<file path="src/rtl/scroll_msg_buffer_if.sv">
// Message-buffer bus: write port plus the digit-select / character read path
// shared between the scan FSM (master) and the message buffer (slave).
interface scroll_msg_buffer_if #(
  parameter int ADDR_W = 4,
  parameter int DATA_W = 4
);
  logic              wr_en;
  logic [ADDR_W-1:0] wr_addr;
  logic [DATA_W-1:0] wr_data;
  logic [1:0]        digit_sel;
  logic [DATA_W-1:0] char_out;

  modport master (
    output wr_en, wr_addr, wr_data, digit_sel,
    input  char_out
  );

  modport slave (
    input  wr_en, wr_addr, wr_data, digit_sel,
    output char_out
  );
endinterface

</file>
<file path="src/rtl/scroll_msg_buffer.sv">
// Scrolling 16-entry character buffer for a 4-digit multiplexed display:
// timed or debounced-button scroll pointer, registered windowed read.
module scroll_msg_buffer #(
  parameter int MSG_LEN        = 16,
  parameter int SCROLL_TICKS   = 25_000_000,
  parameter int DEBOUNCE_TICKS = 500_000,
  parameter int CNT_W          = 25
) (
  input  logic                       clk,
  input  logic                       rst,
  input  logic                       auto_en,
  input  logic                       btn,
  input  logic                       dir,
  scroll_msg_buffer_if.slave         bus,
  output logic [$clog2(MSG_LEN)-1:0] ptr,
  output logic                       step_pulse
);

  localparam int PTR_W = $clog2(MSG_LEN);
  localparam logic [CNT_W-1:0] SCROLL_LAST   = CNT_W'(SCROLL_TICKS - 1);
  localparam logic [CNT_W-1:0] DEBOUNCE_LAST = CNT_W'(DEBOUNCE_TICKS - 1);

  typedef enum logic [1:0] {
    IDLE_LOW,
    WAIT_HIGH,
    PRESSED,
    WAIT_LOW
  } dbc_state_e;

  // Button synchronizer
  logic sync1_q, btn_s_q;

  always_ff @(posedge clk or negedge rst) begin
    if (!rst) begin
      sync1_q <= 1'b0;
      btn_s_q <= 1'b0;
    end else begin
      // NOTE: non-blocking so both flops sample pre-edge values and form a real 2-stage chain.
      sync1_q <= btn;
      btn_s_q <= sync1_q;
    end
  end

  // Debounce FSM: state register
  dbc_state_e       dbc_state_q, dbc_state_d;
  logic [CNT_W-1:0] dbc_cnt_q, dbc_cnt_d;
  logic             btn_pulse;

  always_ff @(posedge clk or negedge rst) begin
    if (!rst) begin
      dbc_state_q <= IDLE_LOW;
      dbc_cnt_q   <= '0;
    end else begin
      dbc_state_q <= dbc_state_d;
      dbc_cnt_q   <= dbc_cnt_d;
    end
  end

  // Debounce FSM: next state
  always_comb begin
    // NOTE: defaults first so every path assigns every output; no latches.
    dbc_state_d = dbc_state_q;
    dbc_cnt_d   = dbc_cnt_q;
    unique case (dbc_state_q)
      IDLE_LOW: if (btn_s_q) begin
        dbc_state_d = WAIT_HIGH;
        dbc_cnt_d   = '0;
      end
      WAIT_HIGH: begin
        if (!btn_s_q)                      dbc_state_d = IDLE_LOW;
        else if (dbc_cnt_q == DEBOUNCE_LAST) dbc_state_d = PRESSED;
        else                               dbc_cnt_d   = dbc_cnt_q + 1'b1;
      end
      PRESSED: if (!btn_s_q) begin
        dbc_state_d = WAIT_LOW;
        dbc_cnt_d   = '0;
      end
      WAIT_LOW: begin
        if (btn_s_q)                       dbc_state_d = PRESSED;
        else if (dbc_cnt_q == DEBOUNCE_LAST) dbc_state_d = IDLE_LOW;
        else                               dbc_cnt_d   = dbc_cnt_q + 1'b1;
      end
      default: dbc_state_d = IDLE_LOW;
    endcase
  end

  // Debounce FSM: output -- fires only on the WAIT_HIGH -> PRESSED transition
  always_comb begin
    btn_pulse = (dbc_state_q == WAIT_HIGH) && btn_s_q && (dbc_cnt_q == DEBOUNCE_LAST);
  end

  // Step source, pointer, read and write datapath
  logic [CNT_W-1:0] scroll_cnt_q, scroll_cnt_d;
  logic             step;
  logic [PTR_W-1:0] ptr_q, ptr_d, rd_idx;
  logic             step_pulse_q;
  logic [3:0]       char_out_q, char_out_d;
  logic [3:0]       msg_q [MSG_LEN];
  logic [3:0]       msg_d [MSG_LEN];

  always_comb begin
    scroll_cnt_d = '0;
    step         = 1'b0;
    if (auto_en) begin
      if (scroll_cnt_q == SCROLL_LAST) step = 1'b1;
      else                             scroll_cnt_d = scroll_cnt_q + 1'b1;
    end else begin
      step = btn_pulse;
    end

    ptr_d = ptr_q;
    if (step) ptr_d = dir ? ptr_q - 1'b1 : ptr_q + 1'b1;

    // Read uses the pre-update pointer and pre-write message contents
    rd_idx     = ptr_q + PTR_W'(bus.digit_sel);
    char_out_d = msg_q[rd_idx];

    msg_d = msg_q;
    if (bus.wr_en) msg_d[bus.wr_addr] = bus.wr_data;
  end

  always_ff @(posedge clk or negedge rst) begin
    if (!rst) begin
      scroll_cnt_q <= '0;
      ptr_q        <= '0;
      step_pulse_q <= 1'b0;
      char_out_q   <= '0;
      // NOTE: the message is flops, not RAM, because reset must restore the identity pattern.
      for (int i = 0; i < MSG_LEN; i++) msg_q[i] <= 4'(i);
    end else begin
      scroll_cnt_q <= scroll_cnt_d;
      ptr_q        <= ptr_d;
      step_pulse_q <= step;
      char_out_q   <= char_out_d;
      msg_q        <= msg_d;
    end
  end

  assign ptr          = ptr_q;
  assign step_pulse   = step_pulse_q;
  assign bus.char_out = char_out_q;

endmodule
</file>
<file path="src/flat_wrapper.sv">
// flat-port wrapper written by rule: the top's interface ports become plain ports
module scroll_msg_buffer_flat 
#(
  parameter int MSG_LEN        = 16,
  parameter int SCROLL_TICKS   = 25_000_000,
  parameter int DEBOUNCE_TICKS = 500_000,
  parameter int CNT_W          = 25
)
  (clk, rst, auto_en, btn, dir, ptr, step_pulse, bus_wr_en, bus_wr_addr, bus_wr_data, bus_digit_sel, bus_char_out);
  scroll_msg_buffer_if bus_i ();
  input  logic clk;
  input  logic rst;
  input  logic auto_en;
  input  logic btn;
  input  logic dir;
  output logic [$clog2(MSG_LEN)-1:0] ptr;
  output logic step_pulse;
  input wire logic [$bits(bus_i.wr_en)-1:0] bus_wr_en;
  input wire logic [$bits(bus_i.wr_addr)-1:0] bus_wr_addr;
  input wire logic [$bits(bus_i.wr_data)-1:0] bus_wr_data;
  input wire logic [$bits(bus_i.digit_sel)-1:0] bus_digit_sel;
  output wire logic [$bits(bus_i.char_out)-1:0] bus_char_out;
  assign bus_i.wr_en = bus_wr_en;
  assign bus_i.wr_addr = bus_wr_addr;
  assign bus_i.wr_data = bus_wr_data;
  assign bus_i.digit_sel = bus_digit_sel;
  assign bus_char_out = bus_i.char_out;
  scroll_msg_buffer #(.MSG_LEN(MSG_LEN), .SCROLL_TICKS(SCROLL_TICKS), .DEBOUNCE_TICKS(DEBOUNCE_TICKS), .CNT_W(CNT_W)) u_core (.clk(clk), .rst(rst), .auto_en(auto_en), .btn(btn), .dir(dir), .bus(bus_i), .ptr(ptr), .step_pulse(step_pulse));
endmodule
</file>
<file path="config.mk">
export PLATFORM = sky130hd
export DESIGN_NAME = scroll_msg_buffer_flat
export DESIGN_NICKNAME = d
export VERILOG_FILES = /design/src/rtl/scroll_msg_buffer_if.sv /design/src/rtl/scroll_msg_buffer.sv /design/src/flat_wrapper.sv
export SDC_FILE = /design/constraint.sdc
export NUM_CORES = 1
export LEC_CHECK = 0
export CORE_ASPECT_RATIO = 0.9
export CORE_MARGIN = 3
export CORE_UTILIZATION = 60
export DETAILED_ROUTE_END_ITERATION = 7
export PLACE_DENSITY_LB_ADDON = 0.2
export SLEW_MARGIN = 20
export SYNTH_ARGS = -nofsm -noshare
export SYNTH_HDL_FRONTEND = slang
export SYNTH_SLANG_ARGS = --single-unit
</file>
<file path="constraint.sdc">
create_clock -name clk -period 3.73 [get_ports clk]
set_input_delay 0.9325 -clock clk [delete_from_list [all_inputs] [get_ports clk]]
set_output_delay 0.9325 -clock clk [all_outputs]
set_load 0.005 [all_outputs]
</file>
==> impl_metrics.py, run 1 <==
metrics = {
    "run_status": {
        "status": "complete, no violations",
    },
    "hold_path": {
        "hp-class": "flop to flop",
    },
    "power": {
        "seqPwrFrac_pct": 44.7,
        "p_int_w": 0.00307,
        "combPwrFrac_pct": 13.2,
        "clkPwrFrac_pct": 42.2,
        "power_switching_w": 0.000951,
        "vdd_drop_max_v": 0.000383,
        "power.share.switching_pct": 23.7,
        "cellLeakagePower_nw": 2.95,
        "p_per_area_nw_per_um2": 547,
    },
    "logic_synthesis": {
        "synth_compound_area_share_pct": 4.77,
        "synthCells": 539,
        "synth_cell_types": 49,
        "synthXorXnorAreaFrac_pct": 4.69,
        "seq_area_frac_synth_pct": 50.7,
        "synth_nets": 563,
        "synth_largest_area_cell": "dfrtp_1",
        "synth_most_common_cell": "dfrtp_1",
        "ys.warnings.count": 0,
        "synthTopCellsByArea": "dfrtp_1 (37%), dfstp_2 (13%), mux2_2 (12%)",
        "synth_simple_gate_area_share_pct": 17.1,
        "synth_fa_ha_area_share_pct": 1.81,
        "synth_edf_count": 0,
        "synth_top_family_by_area": "multiplexers",
        "synth_area_per_cell_um2": 11.8,
        "synthMuxAreaShare_pct": 18.9,
        "synthArstFlopShare_pct": 100,
        "yosys-top-cells-count": "dfrtp_1 (95), mux2_2 (65), nor2_1 (49)",
        "syn-cell-area_um2": 6350,
        "synth.top_cell.area_share_pct": 37.4,
        "ys_ff_latch": 127,
        "synthFlopType": "dfrtp_1",
    },
    "route": {
        "antenna_left": 0,
        "drc": 0,
        "vias": 4571,
        "drt_iter0_drc": 454,
        "dr.pass1.iters": 5,
        "topRoutingLayerUsed": "met4",
        "wl_um": 14200,
        "wl_met1_um": 6360,
        "wl_met3_um": 958,
        "dr_wl_met2_um": 6690,
        "wire_per_inst_um": 20.1,
        "viasPerCell": 6.46,
    },
    "floorplanning": {
        "initial_core_util_pct": 63.5,
        "die_width_um": 114,
        "die_h_um": 104,
        "rows": 34,
        "core_area_um2": 10000,
        "die_area_um2": 11900,
        "num_io_pins": 25,
    },
    "cells_and_area": {
        "final_core_util_pct": 73.4,
        "diodes": 0,
        "final_layout_size_suffix_gt1_share_pct": 28.9,
        "nNetsFinal": 593,
        "area_growth_pct": 15.6,
        "fin_area_um2": 7340,
        "fin_cells": 708,
    },
    "cts": {
        "cts_buffers": 17,
        "post_cts_buffers": 0,
        "cts.path.max_buffers": 2,
        "clock-sinks": 127,
        "cts.htree.levels": 4,
        "cts_tree": "built",
        "clk_latency_ns": 0.42,
        "root_buffer": "clkbuf_16",
        "cts_resized": 0,
        "postCtsHoldBufs": 0,
        "cts.reportedPaths.clkPinSlew_ns": 0.06,
    },
    "sta": {
        "max_freq_mhz": 350,
        "fin_skew_ns": 0.00617,
        "finalSetupViolations": 0,
        "fin_crit_sh_pct": 76.6,
        "grt_setup_unrepaired": "false",
        "hold_violations": 0,
        "min_period_ns": 2.86,
        "fin_setup_tns_ns": 0,
        "relSlewSlack_pct": 36.7,
        "worst_slew_pin_slew_ns": 0.941,
        "drv_slew": 0,
    },
    "global_routing": {
        "grt_pass1_wl_um": 23800,
        "grt_pass1_vias": 4511,
        "grt_overflow": 0,
        "track_usage_pct": 25.8,
        "antenna_found_initial": 0,
        "grt_start_max_net_pins": 56,
    },
    "worst_setup_path": {
        "endpoint_kind": "flop",
        "crit_arrival_ns": 3.14,
        "required_ns": 4.01,
        "path_class": "input port to flop",
        "critPathLaunchType": "input port",
        "cp_max_fo": 16,
    },
    "flow_run": {
        "max_cap_violations": 0,
    },
    "placement": {
        "placed_cells": 676,
        "dp_hpwl_um": 9690,
        "placed_area_um2": 6730,
        "globalplace.congestion": 0.902,
        "port_buffers": 24,
    },
}
==> power by group through the flow <==
stage,combinational [W],clock (W),sequential (W)
floorplan,0.000367,0,0.00172
global placement,0.000495,0,0.00180
detailed placement,0.000528,0,0.00180
CTS,0.000534,0.00171,0.00179
global route,0.000572,0.00178,0.00181
finish,0.000528,0.00169,0.00180
==> state kept, by name (all words and copies together) (netlist names), named ones only <==
register	flops
u_core.msg_q	64
u_core.dbc_cnt_q	25
u_core.scroll_cnt_q	25
u_core.bus.char_out	4
u_core.ptr	4
u_core.btn_s_q	1
u_core.dbc_state_q	1
u_core.step_pulse	1
u_core.sync1_q	1
==> stage by stage <==
step | worst slack, ns | total power (W) | hold WS [ns]
6_report | 0.874 | 0.00402 | 0.384
3_5_place_dp | 0.464 | 0.00233 | 0.376
5_1_grt | 0.810 | 0.00416 | 0.395
3_3_place_gp | 0.543 | 0.00230 | 0.365
4_1_cts | 0.890 | 0.00403 | 0.389
2_1_floorplan | 0.591 | 0.00209 | 0.331
==> cells by family (layout without fill, tap and decap cells) <==
kind of cell    count (synthesis)  in the layout
compound gates                 44             44
simple gates                  207            207
buf+inv                        33             76
mux                            86             86
fa+ha+maj                       8              8
xor+xnor                       34             34
flops                         127            127
==> worst paths after layout <==
kind,startpoint,end,slack [ns],cells past startpoint
min in group asynchronous,rst,u_core.dbc_cnt_q[10],0.56,1
worst max register to register,u_core.dbc_cnt_q[1],flop,1.32,6
max in group asynchronous,rst,u_core.msg_q[56],2.24,2
worst min-delay path,u_core.sync1_q,u_core.btn_s_q,0.38,0
worst min register to register,u_core.sync1_q,u_core.btn_s_q,0.38,0
worst max-delay path,bus_digit_sel[0],u_core.bus.char_out[0],0.87,6
==> worst max-delay path, stage by stage <==
cell and delay [ns]:
clkdlybuf4s50_1 0.40, ha_1 0.23, fa_1 0.49, buf_4 0.24, mux4_2 0.35, mux4_2 0.49
==> area by class of cell <==
type / instances / area (µm²)
Fill cell: 654 / 2660
Clock buffer: 23 / 478
Clock inverter: 9 / 133
Inverter: 12 / 45.0
Tap cell: 126 / 158
Multi-Input combinational cell: 379 / 3000
Sequential cell: 127 / 3220
Timing Repair Buffer: 32 / 310
==> metal layers <==
metal  track usage, %  vias up
li1                 -     2041
met1             38.3     2330
met2             37.3      174
met3             6.36       26
met4             8.74        0
met5                0        -
==> cell usage in the layout, fill, tap and decap left out, types with 6 or more instances in the layout <==
| cell | count |
|---|---|
| a21oi_1 | 6 |
| buf_4 | 8 |
| clkbuf_16 | 17 |
| clkdlybuf4s50_1 | 23 |
| dfrtp_1 | 95 |
| dfstp_2 | 32 |
| ha_1 | 6 |
| inv_1 | 11 |
| mux2_2 | 65 |
| mux4_2 | 20 |
| nand2_1 | 37 |
| nand3_1 | 35 |
| nand4_1 | 15 |
| nor2_1 | 49 |
| nor3_1 | 14 |
| nor4_1 | 10 |
| o21ai_0 | 15 |
| or4_1 | 8 |
| xnor2_1 | 21 |
| xor2_1 | 13 |
(Power assumes the default switching activity.)
==> inputs of run 2 (changes only) <==
==> constraint.sdc (replaced) <==
create_clock -name clk -period 2.7 [get_ports clk]
set_input_delay 0.675 -clock clk [delete_from_list [all_inputs] [get_ports clk]]
set_output_delay 0.675 -clock clk [all_outputs]
set_load 0.005 [all_outputs]
==> run 2 against run 1 <==
Compared with the run above:
- die area stayed put
- core utilization is 1.1 points higher
- cell area is 1.5% higher
- wire length is 0.11% higher
- clock power is 38% higher
- final cell count is 1.6% higher
- combinational power is 44% higher
- flip-flop and latch count stayed put
- sequential share of layout area is 0.66 points lower
==> impl_metrics.py, run 2 (same netlist as run 1, synthesis figures left out) <==
metrics = {
    "placement": {
        "port_buffers": 24,
        "dp_hpwl_um": 9880,
        "globalplace.congestion": 0.878,
        "place_ws_ns": -0.282,
        "placed_area_um2": 6850,
    },
    "flow_run": {
        "max_cap_violations": 0,
    },
    "sta": {
        "worst_slack_ns": 0.122,
        "min_period_ns": 2.58,
        "finalSetupViolations": 0,
        "drv_slew": 0,
        "fin_crit_sh_pct": 95.5,
        "relSlewSlack_pct": 51.1,
        "max_freq_mhz": 388,
        "worst_slew_pin_slew_ns": 0.727,
        "fin_skew_ns": 0.00872,
        "hold_violations": 0,
        "grt_setup_unrepaired": "false",
        "holdWs_ns": 0.239,
    },
    "floorplanning": {
        "core_area_um2": 10000,
        "initial_core_util_pct": 63.5,
        "rows": 34,
        "die_h_um": 104,
        "die_area_um2": 11900,
        "num_io_pins": 25,
        "die_width_um": 114,
    },
    "cells_and_area": {
        "nNetsFinal": 604,
        "largest_reg_flops": 64,
        "final_cell_mix": "dfrtp_1 (95), mux2_2 (65), nor2_1 (49), nand2_1 (37), nand3_1 (35)",
        "reg_top3": "u_core.msg_q: 64 flops, u_core.dbc_cnt_q: 25 flops, u_core.scroll_cnt_q: 25 flops",
        "fin_area_um2": 7450,
        "fillers": 649,
        "final_layout_size_suffix_gt1_share_pct": 30.7,
        "multi_input_area_um2": 3000,
        "diodes": 0,
        "register_area_um2": 3220,
        "area_growth_pct": 17.4,
        "final_common_cell": "dfrtp_1",
        "top_register": "u_core.msg_q",
        "final_core_util_pct": 74.5,
    },
    "run_status": {
        "status": "complete, no violations",
    },
    "worst_setup_path": {
        "path_class": "input port to flop",
        "endpoint_kind": "flop",
        "crit_top_cell": "mux4_2",
        "crit_buf_inv": 2,
        "worst_path_max_delay_cell": "fa_1",
        "cp.depth": 6,
        "crit_arrival_ns": 2.87,
        "cp_top_family": "multiplexers",
        "critPathLaunch": "bus_digit_sel[0]",
        "r2r-start": "u_core.ptr[0]",
        "r2r_cells": 5,
        "regToRegEndpoint": "u_core.bus.char_out[3]",
        "path_cells": "clkdlybuf4s50_1 -> ha_1 -> fa_1 -> buf_12 -> mux4_2 -> mux4_2",
        "critPathLaunchType": "input port",
        "critical-path-max-stage-delay_ns": 0.55,
        "r2r_slack_ns": 0.32,
        "required_ns": 2.99,
        "crit_end": "u_core.bus.char_out[3]",
        "cp_max_fo": 16,
    },
    "cts": {
        "cts_tree": "built",
        "cts_resized": 0,
        "post_cts_buffers": 0,
        "cts.reportedPaths.clkPinSlew_ns": 0.06,
        "root_buffer": "clkbuf_16",
        "cts_buffers": 17,
        "clock-sinks": 127,
        "postCtsHoldBufs": 0,
        "cts.path.max_buffers": 2,
        "clk_latency_ns": 0.42,
        "cts.htree.levels": 4,
    },
    "global_routing": {
        "track_usage_pct": 25.4,
        "grt_pass1_wl_um": 23400,
        "antenna_found_initial": 0,
        "grt_overflow": 0,
        "grt_pass1_vias": 4465,
        "grt_start_max_net_pins": 45,
    },
    "power": {
        "total_power_w": 0.00556,
        "p_per_area_nw_per_um2": 746,
        "cellLeakagePower_nw": 3.01,
        "vdd_drop_max_v": 0.000596,
    },
    "route": {
        "wl_um": 14300,
        "drt_iter0_drc": 460,
        "vias": 4552,
        "antenna_left": 0,
        "drc": 0,
        "dr.pass1.iters": 5,
        "viasPerCell": 6.33,
        "wire_per_inst_um": 19.8,
    },
    "hold_path": {
        "hp-class": "input port to asynchronous set/reset pin",
    },
}
[run 2: metal layers]
| metal | wire [µm] | global-route usage [%] |
|---|---|---|
| met1 | 6510 | 37.8 |
| met2 | 6670 | 37.4 |
| met3 | 877 | 6.24 |
| met4 | 198 | 7.12 |
| met5 | 0 | 0 |
[run 2: power by group]
part	switching, W	leakage, nW	internal (W)
clock network	0.000934	0.287	0.00139
logic	0.000287	1.14	0.000470
registers	0.000213	1.58	0.00226
[run 2: worst min path at each step]
stage / cells after the start / end / slack (ns)
after floorplan: 0 / u_core.btn_s_q / 0.33
after global placement: 0 / u_core.btn_s_q / 0.34
after detailed placement: 0 / u_core.btn_s_q / 0.34
after CTS: 1 / u_core.dbc_cnt_q[7] / 0.26
after global routing: 1 / u_core.dbc_cnt_q[16] / 0.28
final: 1 / u_core.dbc_cnt_q[16] / 0.24
[run 2: layout make-up]
class	count	share of cell area (%)
timing repair buffer	43	5.78
inverter	12	0.604
clock inverter	15	2.38
clock buffer	17	5.71
sequential	127	43.2
tap	126	2.12
multi-input combinational	379	40.2
[run 2: worst reg2reg max path: stages (launching register included)]
cell and delay (ns):
dfrtp_1 0.46, ha_1 0.26, fa_1 0.55, buf_12 0.17, mux4_2 0.32, mux4_2 0.49
[run 2: stage by stage]
stage	std cells	TNS [ns]
finish	719	0
global route	719	0
CTS	719	0
detailed placement	687	-1.08
global placement	687	-0.884
floorplan	539	0
